File: src/rtl/wb_port_arbiter.sv
// -----------------------------------------------------------------------------
// wb_port_arbiter
//
// Shares the single register-file write port between the in-order writeback
// stage and the out-of-band mul/div result path. Mul/div results are parked
// in a 2-entry FIFO. Writeback wins by default, and the FIFO drains in idle
// cycles. When WB_STARVE_GUARD_EN is defined, a wait counter tracks how long
// the FIFO head has been losing. Once it reaches MAX_WAIT, the head is forced
// through and writeback is stalled for that cycle.
//
// Configuration macro:
//   WB_STARVE_GUARD_EN  defined   -> bounded-wait guard active
//                       undefined -> writeback always wins, w_stall == 0
//
// Parameters:
//   XLEN      data width
//   MAX_WAIT  losing cycles tolerated before the guard fires (1..15)
//
// Ports:
//   clk, reset          clock, asynchronous active-high reset
//   w_valid/w_wen       writeback stage holds a valid, register-writing instr
//   w_dst/w_data        writeback destination and result
//   w_stall      (out)  writeback must hold its instruction (combinational)
//   md_valid     (in)   mul/div result offered
//   md_ready     (out)  FIFO can accept a result (from current count only)
//   md_dst/md_data      mul/div destination and result
//   rf_wen/rf_wa/rf_wd  registered register-file write port
//   pend_mask    (out)  registered; bit i set while a buffered entry targets xi
//   busy         (out)  registered; FIFO is non-empty
// -----------------------------------------------------------------------------
module wb_port_arbiter #(
  parameter int XLEN     = 64,
  parameter int MAX_WAIT = 4
) (
  input  logic            clk,
  input  logic            reset,
  input  logic            w_valid,
  input  logic            w_wen,
  input  logic [4:0]      w_dst,
  input  logic [XLEN-1:0] w_data,
  output logic            w_stall,
  input  logic            md_valid,
  output logic            md_ready,
  input  logic [4:0]      md_dst,
  input  logic [XLEN-1:0] md_data,
  output logic            rf_wen,
  output logic [4:0]      rf_wa,
  output logic [XLEN-1:0] rf_wd,
  output logic [31:0]     pend_mask,
  output logic            busy
);

  if (MAX_WAIT < 1 || MAX_WAIT > 15) begin : g_bad_max_wait
    $error("wb_port_arbiter: MAX_WAIT must be in 1..15");
  end

  // FIFO state
  logic [1:0]      r_count;
  logic            r_wr_ptr;
  logic            r_rd_ptr;
  logic [4:0]      r_fifo_dst  [2];
  logic [XLEN-1:0] r_fifo_data [2];

  // Arbitration and next-state wires
  logic            w_req;
  logic            w_empty;
  logic            w_enq;
  logic            w_force;
  logic            w_grant_fifo;
  logic            w_grant_wb;
  logic [1:0]      w_count_n;
  logic            w_wr_ptr_n;
  logic            w_rd_ptr_n;
  logic [4:0]      w_dst_n  [2];
  logic [1:0]      w_slot_vld_n;
  logic [31:0]     w_mask_n;

  // A write to x0 is architecturally a no-op, so it never competes for the port.
  assign w_req    = w_valid && w_wen && (w_dst != 5'd0);
  assign w_empty  = (r_count == 2'd0);
  assign md_ready = (r_count != 2'd2);
  // A result for x0 completes its handshake but is dropped instead of stored.
  assign w_enq    = md_valid && md_ready && (md_dst != 5'd0);

`ifdef WB_STARVE_GUARD_EN
  logic [3:0] r_wait;
  logic [3:0] w_wait_n;
  logic       r_force;

  assign w_force = r_force;

  // The counter only measures the current head's losing streak; any head
  // grant or an empty FIFO restarts it.
  always_comb begin
    w_wait_n = r_wait;
    if (w_empty || w_grant_fifo) begin
      w_wait_n = 4'd0;
    end else if (r_wait != 4'hF) begin
      w_wait_n = r_wait + 4'd1;
    end
  end

  // force is registered so w_stall never depends on this cycle's md inputs.
  always_ff @(posedge clk or posedge reset) begin
    if (reset) begin
      r_wait  <= 4'd0;
      r_force <= 1'b0;
    end else begin
      r_wait  <= w_wait_n;
      r_force <= (w_wait_n >= 4'(MAX_WAIT));
    end
  end
`else
  assign w_force = 1'b0;
`endif

  // Forced head first, then writeback, then opportunistic drain.
  always_comb begin
    w_grant_fifo = 1'b0;
    w_grant_wb   = 1'b0;
    if (w_force && !w_empty) begin
      w_grant_fifo = 1'b1;
    end else if (w_req) begin
      w_grant_wb   = 1'b1;
    end else if (!w_empty) begin
      w_grant_fifo = 1'b1;
    end
  end

  assign w_stall = w_force && w_req;

  always_comb begin
    w_count_n = r_count;
    case ({w_enq, w_grant_fifo})
      2'b10:   w_count_n = r_count + 2'd1;
      2'b01:   w_count_n = r_count - 2'd1;
      default: w_count_n = r_count;
    endcase
  end

  assign w_wr_ptr_n = r_wr_ptr ^ w_enq;
  assign w_rd_ptr_n = r_rd_ptr ^ w_grant_fifo;

  // pend_mask reflects the FIFO as it will be after this edge, so a granted
  // entry drops out of the mask the same cycle its write shows on rf_wen.
  always_comb begin
    w_mask_n     = 32'd0;
    w_slot_vld_n = 2'b00;
    for (int i = 0; i < 2; i++) begin
      w_dst_n[i] = (w_enq && (r_wr_ptr == i[0])) ? md_dst : r_fifo_dst[i];
      if (w_count_n == 2'd2) begin
        w_slot_vld_n[i] = 1'b1;
      end else if (w_count_n == 2'd1) begin
        w_slot_vld_n[i] = (w_rd_ptr_n == i[0]);
      end
      if (w_slot_vld_n[i]) begin
        w_mask_n[w_dst_n[i]] = 1'b1;
      end
    end
  end

  // Control and output registers
  always_ff @(posedge clk or posedge reset) begin
    if (reset) begin
      r_count   <= 2'd0;
      r_wr_ptr  <= 1'b0;
      r_rd_ptr  <= 1'b0;
      rf_wen    <= 1'b0;
      rf_wa     <= 5'd0;
      rf_wd     <= '0;
      pend_mask <= 32'd0;
      busy      <= 1'b0;
    end else begin
      r_count   <= w_count_n;
      r_wr_ptr  <= w_wr_ptr_n;
      r_rd_ptr  <= w_rd_ptr_n;
      pend_mask <= w_mask_n;
      busy      <= (w_count_n != 2'd0);
      rf_wen    <= w_grant_fifo || w_grant_wb;
      if (w_grant_fifo) begin
        rf_wa <= r_fifo_dst[r_rd_ptr];
        rf_wd <= r_fifo_data[r_rd_ptr];
      end else if (w_grant_wb) begin
        rf_wa <= w_dst;
        rf_wd <= w_data;
      end
    end
  end

  // FIFO storage; slot contents are only meaningful under r_count.
  always_ff @(posedge clk) begin
    if (w_enq) begin
      r_fifo_dst[r_wr_ptr]  <= md_dst;
      r_fifo_data[r_wr_ptr] <= md_data;
    end
  end

endmodule

File: config.mk
export PLATFORM = sky130hd
export DESIGN_NAME = wb_port_arbiter
export DESIGN_NICKNAME = d
export VERILOG_FILES = /design/src/rtl/wb_port_arbiter.sv
export SDC_FILE = /design/constraint.sdc
export NUM_CORES = 1
export LEC_CHECK = 0
export ABC_AREA = 1
export CAP_MARGIN = 20
export CORE_MARGIN = 1
export CORE_UTILIZATION = 49
export CTS_CLUSTER_SIZE = 12
export DETAILED_ROUTE_END_ITERATION = 10
export HOLD_SLACK_MARGIN = 0.05
export PLACE_DENSITY = 0.8
export SETUP_SLACK_MARGIN = 0.4
export SLEW_MARGIN = 20
export SYNTH_ARGS = -nofsm -noshare
export SYNTH_HDL_FRONTEND = slang
export SYNTH_SLANG_ARGS = --single-unit
export TNS_END_PERCENT = 30
File: constraint.sdc
create_clock -name clk -period 4.4 [get_ports clk]
set_input_delay 0.88 -clock clk [delete_from_list [all_inputs] [get_ports clk]]
set_output_delay 0.88 -clock clk [all_outputs]
set_load 0.03 [all_outputs]
==> flow_metrics.tcl <==
set metrics [dict create \
    place.port_buffers 246 \
    power_leakage_uw 0.00553 \
    vias 7768 \
    slew_viol_final 0 \
    min-delay-start "rf_wd[28]" \
    worst_pin_slew_ns 0.924 \
    ys.flop_type "edfxtp_1" \
    crit_cells 16 \
    r2r-end "pend_mask[20]" \
    gp_congestion 0.902 \
    synth-async-reset-ratio_pct 43.7 \
    seq_area_frac_synth_pct 68.8 \
    pwr-share-comb_pct 42.1 \
    setup_viol 0 \
    clock_skew_ns 0.0136 \
    min_path_cells 2 \
    wirelength_um 25400 \
    via_per_inst 5.20 \
    synth.net_count 1117 \
    seq_area_um2 6820 \
    cts_buffers 25 \
    cts_tree "yes" \
    r2r_slack_ns 1.80 \
    cts_max_level 1 \
    hold_path_class "flip-flop to flip-flop" \
    grt_max_degree 72 \
    synthesis.area_um2 9910 \
    critPathKind "input port to flip-flop" \
    grt_usage_pct 25.0 \
    ff2ff_path_depth 15 \
    cp.required_ns 4.84 \
    hold_viol_final 0 \
    die_w_um 144 \
    fmax_mhz 326 \
    synth_most_common_cell "nand2_1" \
    core-area_um2 19700 \
    crit_chain "clkdlybuf4s50_1 -> nor2_1 -> nand3_1 -> nand2_2 -> nand2_1 -> inv_2 -> ha_1 -> inv_1 -> nand3_1 -> nand2_1 -> nand2_2 -> nor2_2 -> nand3_1 -> nand2_2 -> nand2_1 -> nand2_1" \
    cts_resized 0 \
    rsz0062_at_grt "false" \
    dieArea_um2 20800 \
    overflow 0 \
    setup.worst_path.start_class "input port" \
    tns_ns 0 \
    initial_core_util_pct 50.4 \
    p_int_uw 5660 \
    slowest_stage "nand2_2" \
    critPathBufInv 3 \
    switching_share_pct 40.2 \
    synth_cell_types 25 \
    grt_pass1_wl_um 39700 \
    p_total_uw 9460 \
    clk_pin_slew_ns 0.06 \
    synth-seq-cells 245 \
    critical_path_arrival_ns 3.51 \
    crit_family "simple AND/OR/NAND/NOR gates" \
    critPathMaxStageDelay_ns 0.43 \
    critPathMaxFanout 32 \
    grt_pass1_vias 7820 \
    synthToLayoutAreaGrowth_pct 34.7 \
    multiInputGateArea_um2 2770 \
    clock-root-buffer "clkbuf_16" \
    status "complete, no violations" \
    hold_end "rf_wd[28]" \
    diodes 0 \
    dr.pass1.iters 5 \
    reg2reg_from "r_count[1]" \
    layout_worst_path_cycle_share_pct 69.8 \
    dp.final_hpwl_um 16700 \
    synth_top_cells_by_area "edfxtp_1, dfrtp_1, nand2_1" \
    nFillCells 1476 \
    antenna_left 0 \
    end_kind "flip-flop" \
    clock_path_buffers 3 \
    rows 51 \
    min_period_ns 3.07 \
    pin_count 248 \
    layout.nets 1356 \
    cap_viol_max_count 0 \
    postCtsHoldBufs 0 \
    p_clk_share_pct 21.1 \
    synth_commonest_cells "nand2_1, edfxtp_1, nor2_1, dfrtp_1, nand3_1" \
    synth_edf_count 138 \
    power_switching_uw 3800 \
    peakVddDrop_uv 471 \
    synth_cells 971 \
    synth_top_area_share_pct 41.8 \
    die_h_um 144 \
    holdWs_ns 0.480 \
    cts_setup_buffers 0 \
    avgSynthCellArea_um2 10.2 \
    seqPwrFrac_pct 36.8 \
    antenna_found_initial 1 \
    clkLatencyLatePin_ns 0.52 \
    wl_per_cell_um 17.0 \
    yosys.area.top_type "edfxtp_1" \
    slew_headroom_pct 38.4 \
    crit_top_cell "nand2_1" \
    first_iter_violations 446 \
    drive_above_1_share_pct 4.89 \
    yosysWarnings 0 \
    power_density_nw_per_um2 708 \
    drc_errors 0 \
    cts.sinks 245 \
]
layout by cell type, fill, tap and decap left out, types with 5 or more instances in the layout:
cell,count
edfxtp_1,138
nand3_1,50
clkdlybuf4s50_1,246
dfrtp_1,106
nand2_1,381
o31ai_1,11
o21ai_0,33
o211ai_1,5
buf_4,11
nor2_1,121
a31oi_1,16
clkbuf_16,25
clkbuf_1,14
nand2_2,5
o22ai_1,16
inv_1,26
flip-flops by register name, indices dropped and copies added (netlist names):
signal / flops
busy: 1
r_fifo_dst: 10
rf_wen: 1
r_fifo_data: 128
r_rd_ptr: 1
rf_wd: 64
r_wr_ptr: 1
r_count: 2
pend_mask: 32
rf_wa: 5
power groups by stage:
stage,registers (µW),clock network [µW],logic (µW)
after floorplan,4220,0,1840
after global placement,3490,0,3910
after detailed placement,3510,0,4000
after CTS,3480,2020,4010
after global routing,3540,2120,4330
final,3480,2000,3980
how the worst max path moves through the flow:
| stage | to | startpoint |
|---|---|---|
| after CTS | pend_mask[20] | w_dst[4] |
| after floorplan | busy | reset |
| final | pend_mask[20] | w_dst[4] |
| after detailed placement | pend_mask[20] | w_dst[4] |
| after global routing | pend_mask[13] | w_dst[4] |
| after global placement | pend_mask[18] | w_dst[4] |
routing by layer:
| layer | vias up | part of all wire [%] | track usage (%) |
|---|---|---|---|
| met3 | 57 | 7.8 | 5.76 |
| met4 | 2 | 3.1 | 8.53 |
| met1 | 3728 | 39 | 30.6 |
| met5 | - | 0.047 | 0 |
| li1 | 3677 | - | - |
| met2 | 304 | 50 | 43.5 |
cell families (layout without fill, tap and decap cells):
kind of cell	count (synthesis)	after routing	synth area share, %
xor+xnor	1	1	0.0884
compound gates	81	81	4.90
flops	245	245	68.8
buf+inv	76	333	3.51
simple gates	564	564	22.3
fa+ha+maj	3	3	0.379
other cells	1	1	0.0378
cell type report:
| cell class | instances | share of cell area, % |
|---|---|---|
| clock buffers | 42 | 5.39 |
| clock inverters | 3 | 0.328 |
| inverters | 31 | 0.890 |
| multi-input cells | 650 | 20.7 |
| flip-flops and latches | 245 | 51.1 |
| well taps | 265 | 2.48 |
| repair buffers | 257 | 19.1 |
worst register-to-register path, cell delays in order, from the launching register on:
cell     delay [ns]
dfrtp_1        0.41
nor2_1         0.12
buf_4          0.21
inv_1          0.09
nand2_1        0.12
inv_2          0.05
ha_1           0.31
inv_1          0.08
nand3_1        0.08
nand2_1        0.09
nand2_2        0.07
nor2_2         0.10
nand3_1        0.09
nand2_2        0.43
nand2_1        0.16
nand2_1        0.11
stage by stage:
step / area, µm² / setup slack, ns / cells / util (%)
3_5_place_dp: 12600 / 0.800 / 1448 / 64.0
3_3_place_gp: 12600 / 0.966 / 1448 / 64.0
2_1_floorplan: 9920 / 0.703 / 971 / -
5_1_grt: 13400 / 1.07 / 1493 / 67.9
4_1_cts: 13400 / 1.33 / 1493 / 67.9
6_report: 13400 / 1.33 / 1493 / 67.9
Power figures use the tool's default switching activity.
